===== src/rtl/sa_activation_skew_feeder.sv =====
// Diagonal skew feeder for the systolic-array west edge: lane i trails lane 0 by i cycles.
// Tiles are separated by a drain window so the last row of one tile clears before the next enters.
module sa_activation_skew_feeder #(
  parameter int SA_SIZE                = 3,
  parameter int WEIGHT_ACTIVATION_SIZE = 8
) (
  input  logic                                           clk,
  input  logic                                           rst_n,
  input  logic                                           in_valid,
  output logic                                           in_ready,
  input  logic                                           in_last,
  input  logic [SA_SIZE-1:0][WEIGHT_ACTIVATION_SIZE-1:0] in_data,
  output logic [SA_SIZE-1:0][WEIGHT_ACTIVATION_SIZE-1:0] out_data,
  output logic [SA_SIZE-1:0]                             out_valid,
  output logic                                           out_last,
  output logic                                           busy
);

  localparam int CW = (SA_SIZE > 1) ? $clog2(SA_SIZE) : 1;
  localparam logic [CW-1:0] DRAIN_LAST = (SA_SIZE > 1) ? CW'(SA_SIZE - 2) : '0;

  typedef enum logic [1:0] {
    IDLE   = 2'd0,
    STREAM = 2'd1,
    DRAIN  = 2'd2
  } state_t;

  state_t          r_state;
  state_t          w_state_nxt;
  logic [CW-1:0]   r_drain_cnt;
  logic [CW-1:0]   w_drain_cnt_nxt;
  logic            w_accept;
  logic [SA_SIZE-1:0] w_lane_any;
  logic [SA_SIZE-1:0] r_last;

  assign in_ready = (r_state != DRAIN);
  assign w_accept = in_valid && in_ready;

  always_ff @(posedge clk or negedge rst_n) begin
    if (!rst_n) begin
      r_state     <= IDLE;
      r_drain_cnt <= '0;
    end else begin
      r_state     <= w_state_nxt;
      r_drain_cnt <= w_drain_cnt_nxt;
    end
  end

  always_comb begin
    w_state_nxt     = r_state;
    w_drain_cnt_nxt = r_drain_cnt;
    case (r_state)
      IDLE, STREAM: begin
        if (w_accept) begin
          if (in_last) begin
            // A one-lane array has no skew, so there is nothing to drain.
            w_state_nxt     = (SA_SIZE == 1) ? IDLE : DRAIN;
            w_drain_cnt_nxt = '0;
          end else begin
            w_state_nxt = STREAM;
          end
        end
      end
      DRAIN: begin
        if (r_drain_cnt == DRAIN_LAST) begin
          w_state_nxt     = IDLE;
          w_drain_cnt_nxt = '0;
        end else begin
          w_drain_cnt_nxt = r_drain_cnt + 1'b1;
        end
      end
      default: begin
        w_state_nxt     = IDLE;
        w_drain_cnt_nxt = '0;
      end
    endcase
  end

  for (genvar i = 0; i < SA_SIZE; i++) begin : g_lane
    logic [i:0]                        r_v;
    logic [WEIGHT_ACTIVATION_SIZE-1:0] r_d [i+1];

    // Bubbles load zero data so out_data is clean whenever out_valid is low.
    always_ff @(posedge clk or negedge rst_n) begin
      if (!rst_n) begin
        r_v <= '0;
        for (int s = 0; s <= i; s++) r_d[s] <= '0;
      end else begin
        r_v[0] <= w_accept;
        r_d[0] <= w_accept ? in_data[i] : '0;
        for (int s = 1; s <= i; s++) begin
          r_v[s] <= r_v[s-1];
          r_d[s] <= r_d[s-1];
        end
      end
    end

    assign out_valid[i]  = r_v[i];
    assign out_data[i]   = r_d[i];
    assign w_lane_any[i] = |r_v;
  end

  always_ff @(posedge clk or negedge rst_n) begin
    if (!rst_n) begin
      r_last <= '0;
    end else if (SA_SIZE == 1) begin
      r_last <= w_accept && in_last;
    end else begin
      r_last <= {r_last[SA_SIZE-2:0], w_accept && in_last};
    end
  end

  assign out_last = r_last[SA_SIZE-1];
  assign busy     = (r_state != IDLE) || (|out_valid) || (|w_lane_any);

endmodule


===== config.mk =====
export PLATFORM = sky130hd
export DESIGN_NAME = sa_activation_skew_feeder
export DESIGN_NICKNAME = d
export VERILOG_FILES = /design/src/rtl/sa_activation_skew_feeder.sv
export SDC_FILE = /design/constraint.sdc
export NUM_CORES = 1
export LEC_CHECK = 0
export ABC_AREA = 1
export BUFFER_PORTS_ARGS = -buffer_cell sky130_fd_sc_hd__buf_2
export CORE_MARGIN = 2
export CORE_UTILIZATION = 47
export DETAILED_ROUTE_END_ITERATION = 10
export MAX_ROUTING_LAYER = met4
export PLACE_DENSITY = 0.79
export SETUP_SLACK_MARGIN = 0.1
export SYNTH_ARGS = -nofsm -noshare
export SYNTH_HDL_FRONTEND = slang
export SYNTH_SLANG_ARGS = --single-unit

===== constraint.sdc =====
create_clock -name clk -period 1 [get_ports clk]
set_input_delay 0.1 -clock clk [delete_from_list [all_inputs] [get_ports clk]]
set_output_delay 0.1 -clock clk [all_outputs]
set_load 0.02 [all_outputs]

==> Flow_metrics.wiki <==
{| class="wikitable"
! Metric !! Value
|-
| Slowest stage delay, CP || 0.39 ns
|-
| Number of DRC violations after detailed-routing iteration 0 || just under 70
|-
| Overall die height || around 68 µm
|-
| Largest net degree at the start of global routing || 59
|-
| Tightest Pin Transition || about 0.29 ns
|-
| Inserted Clock Buffers || 9
|-
| PnR worst setup slack || -0.2909 ns
|-
| Worst-path cell with the longest stage delay || sky130_fd_sc_hd__dfrtp_1
|-
| Crit Path Max Fanout || 2
|-
| Proportion of synthesized chip area in sequential cells || between 70 and 80%
|-
| Area growth from synthesis to final layout || 61.33%
|-
| Total power || around 0.007 W
|-
| Max-slew headroom at the worst pin || between 80% and 90%
|-
| Peak supply drop || between 1.5 and 2 mV
|-
| DRC viols || 0
|-
| Clock root buffer master || sky130_fd_sc_hd__clkbuf_8
|-
| Number of synthesized flops with an enable pin || 0
|-
| Result of the run || complete, but fails checks
|-
| Top-count cell post-synth || sky130_fd_sc_hd__dfrtp_1
|-
| List of most frequent post-synthesis cells || sky130_fd_sc_hd__dfrtp_1, sky130_fd_sc_hd__inv_1, sky130_fd_sc_hd__nor2_1
|-
| Global Route Usage Sum || a little under 20%
|-
| Achievable clock frequency || about 0.77 GHz
|-
| Number of nets still failing antenna checks after routing || 0
|-
| Minimum period implied by the final worst setup slack || 1.291 ns
|-
| Cells after synthesis || about 150
|-
| Leakage power figure || around 1.6 nW
|-
| Path type of the worst setup path || reg -> out
|-
| Number of cells on the worst reg-to-reg path || 7
|-
| Critical path depth || 3
|-
| TritonCTS clock tree || built
|-
| Kind of launch point of the worst setup path || flop
|-
| Top flip-flop cell by instance count after synthesis || sky130_fd_sc_hd__dfrtp_1
|-
| Clock insertion delay at the later pin of the skew report || between 0.3 and 0.4 ns
|-
| Initial antenna violation count || 0
|-
| Number of flip-flops and latches in the synthesized netlist || 58
|-
| CTS clk-pin slew, worst paths || 0.06 ns
|-
| Maximum clock insertion buffer count || 2
|-
| First-pass DRT Iterations || 4
|-
| Layout cells sized above 1 || between 50 and 60%
|-
| Overflow left after global routing || 0
|-
| Library cell with the largest summed area after synthesis || sky130_fd_sc_hd__dfrtp_1
|-
| IO Count || just under 60
|-
| Pins over their slew limit || 0
|-
| Number of H-tree levels || 3
|-
| Ratio of total power to cell area || 2326 nW/µm²
|-
| Combined area of all synthesized cells || roughly 1900 µm²
|-
| Cells taking the most area after synthesis || sky130_fd_sc_hd__dfrtp_1, sky130_fd_sc_hd__buf_4, sky130_fd_sc_hd__inv_1
|-
| Number of nets at the end of the flow || approximately 260
|-
| Depth of the worst hold-timing path || 3
|-
| Worst endpoint data arrival time || between 1 and 1.5 ns
|-
| Placeable core region || ~3900 µm²
|-
| Fillers || roughly 230
|-
| Required time reported for the critical path endpoint || 0.90 ns
|-
| Area of the multi-input gates || slightly below 300 µm²
|-
| Buffers added on ports || 57
|-
| Max Cap Viol || 0
|-
| Final weighted congestion of routability-driven global placement || about 0.68
|-
| Starting Density || ~48%
|-
| Final worst hold slack || around 0.009 ns
|-
| Average wire per standard cell || about 13 µm
|-
| Die Wd || 67.57 µm
|-
| Vias post-DR || 1,259
|-
| Final setup violation count || 35
|-
| Post-synthesis average cell area || 12.83 µm²
|-
| Fraction of registers with async set/reset || 100.0%
|-
| Buffering stage count on the worst path with inverters included || 1
|-
| Yosys cell types || 13
|-
| Number of global-route vias before repair || roughly 1.3k
|-
| Wire length reported by the detailed router || about 3.8 mm
|-
| Syn_nets || approximately 180
|-
| Number of vias per cell || between 4 and 5
|-
| Reg area || between 1000 and 1500 µm²
|-
| Hpwl dp || between 1.5 and 2 mm
|-
| Cell class contributing the biggest share of worst-path delay || flip-flops
|-
| Failing checks || negative setup slack
|-
| Hold Violations, Final || 0
|-
| RSZ-0062 raised after global routing || true
|-
| Die area || 4566 µm²
|-
| CP cell instances || nor3_2 -> nand3_1 -> buf_6
|-
| Total number of clock tree sinks || between 50 and 60
|-
| Num rows || 23
|-
| Hold Crit Class || in -> reg
|-
| Share of the synthesized area in the top cell type || 76.42%
|-
| Skew final || about 0.0028 ns
|-
| First-pass GRT wire length || ~5.8 mm
|-
| Endpoint type of the worst setup path || primary output
|-
| Syn. warnings || 0
|-
| Final cycle utilization of the critical path || 129.1%
|}
-- power breakdown --
part	switching (W)	leakage (nW)	internal, W	total [W]
Combinational	0.00104	0.772	0.00120	0.00224
Sequential	0.000204	0.757	0.00276	0.00297
Clock	0.000816	0.0918	0.00111	0.00192
-- worst paths after layout --
kind	from	endpoint	slack [ns]
worst max-delay path	g_lane[2].r_v[2]	busy	-0.29
worst min-delay path	in_data[22]	g_lane[2].r_d[22]	0.009
worst max register to register	r_state[0]	g_lane[1].r_d[12]	-0.15
worst min register to register	g_lane[2].r_d[21]	g_lane[2].r_d[13]	0.35
max in group asynchronous	rst_n	r_state[1]	0.43
min in group asynchronous	rst_n	out_data[17]	0.31
-- metrics by stage --
step	utilization [%]	area (µm²)	setup TNS [ns]	cells	worst slack, ns
2_1_floorplan	-	1899	0	148	0.07459
3_3_place_gp	54.71	2157	0	239	0.08049
3_5_place_dp	54.71	2157	0	239	0.04690
4_1_cts	76.39	3012	-3.333	288	-0.2401
5_1_grt	77.66	3062	-5.248	289	-0.3413
6_report	77.72	3064	-3.562	290	-0.2909
-- logic make-up (layout without fill, tap and decap cells) --
kind of cell,count (synthesis),after routing,synth area share (%)
flip-flops,58,58,76.42
buffers and inverters,50,141,14.03
AND/OR/NAND/NOR,38,38,9.025
AO/OA/AOI/OAI,2,2,0.5265
other,0,1,0
-- cells in the final DEF, fill, tap and decap left out --
master,netlist,layout
sky130_fd_sc_hd__inv_4,0,1
sky130_fd_sc_hd__buf_6,2,33
sky130_fd_sc_hd__inv_1,31,26
sky130_fd_sc_hd__nand2_1,4,4
sky130_fd_sc_hd__inv_2,0,4
sky130_fd_sc_hd__buf_8,0,1
sky130_fd_sc_hd__dfrtp_1,58,57
sky130_fd_sc_hd__nor3_2,0,1
sky130_fd_sc_hd__nand2_8,0,1
sky130_fd_sc_hd__nand3_4,0,1
sky130_fd_sc_hd__buf_12,0,6
sky130_fd_sc_hd__diode_2,0,1
sky130_fd_sc_hd__dfrtp_2,0,1
sky130_fd_sc_hd__nand4_1,1,1
sky130_fd_sc_hd__clkbuf_1,0,1
sky130_fd_sc_hd__nor2_4,0,2
sky130_fd_sc_hd__bufinv_16,0,1
sky130_fd_sc_hd__dlygate4sd3_1,0,23
sky130_fd_sc_hd__clkinv_2,0,3
sky130_fd_sc_hd__nand3_1,6,2
sky130_fd_sc_hd__nor2_2,1,22
sky130_fd_sc_hd__clkbuf_8,0,9
sky130_fd_sc_hd__buf_4,17,4
sky130_fd_sc_hd__nand2_4,2,1
sky130_fd_sc_hd__nand3_2,0,3
sky130_fd_sc_hd__o21ai_2,0,2
sky130_fd_sc_hd__buf_16,0,2
sky130_fd_sc_hd__buf_2,0,27
-- worst reg2reg max path, stage by stage (launching register included) --
cell	delay [ns]
sky130_fd_sc_hd__dfrtp_1	0.40
sky130_fd_sc_hd__inv_2	0.09
sky130_fd_sc_hd__nand2_4	0.07
sky130_fd_sc_hd__buf_12	0.13
sky130_fd_sc_hd__nand2_8	0.09
sky130_fd_sc_hd__buf_12	0.12
sky130_fd_sc_hd__buf_12	0.11
sky130_fd_sc_hd__nor2_2	0.04
-- area by class of cell --
type,count,area share (%)
Multi-Input combinational cell,40,9.718
Timing Repair Buffer,96,31.24
Sequential cell,58,47.41
Tap cell,50,2.042
Antenna cell,1,0.08167
Clock buffer,10,4.165
Clock inverter,4,1.470
Inverter,31,3.879
-- repair_timing --
action,4_1_cts,5_1_grt
buffers inserted,9,3
hold endpoints to repair,80,0
cloned,3,0
setup endpoints to repair,57,60
hold buffers,23,0
resized for setup,88,21
pin swaps,3,2
-- routing by layer --
| layer | GRT usage, % | vias to the layer above | wire length [µm] |
|---|---|---|---|
| li1 | - | 589 | - |
| met1 | 19.18 | 608 | 1364 |
| met2 | 31.50 | 49 | 2142 |
| met3 | 6.000 | 13 | 170 |
| met4 | 14.03 | 0 | 128 |
| met5 | - | - | 0 |
-- registers in the layout (all words and copies together) (netlist names) --
| name | count |
|---|---|
| r_state | 2 |
| out_data | 16 |
| r_last | 3 |
| g_lane.r_d | 32 |
| g_lane.r_v | 3 |
| r_drain_cnt | 2 |
Power figures use the tool's default switching activity.
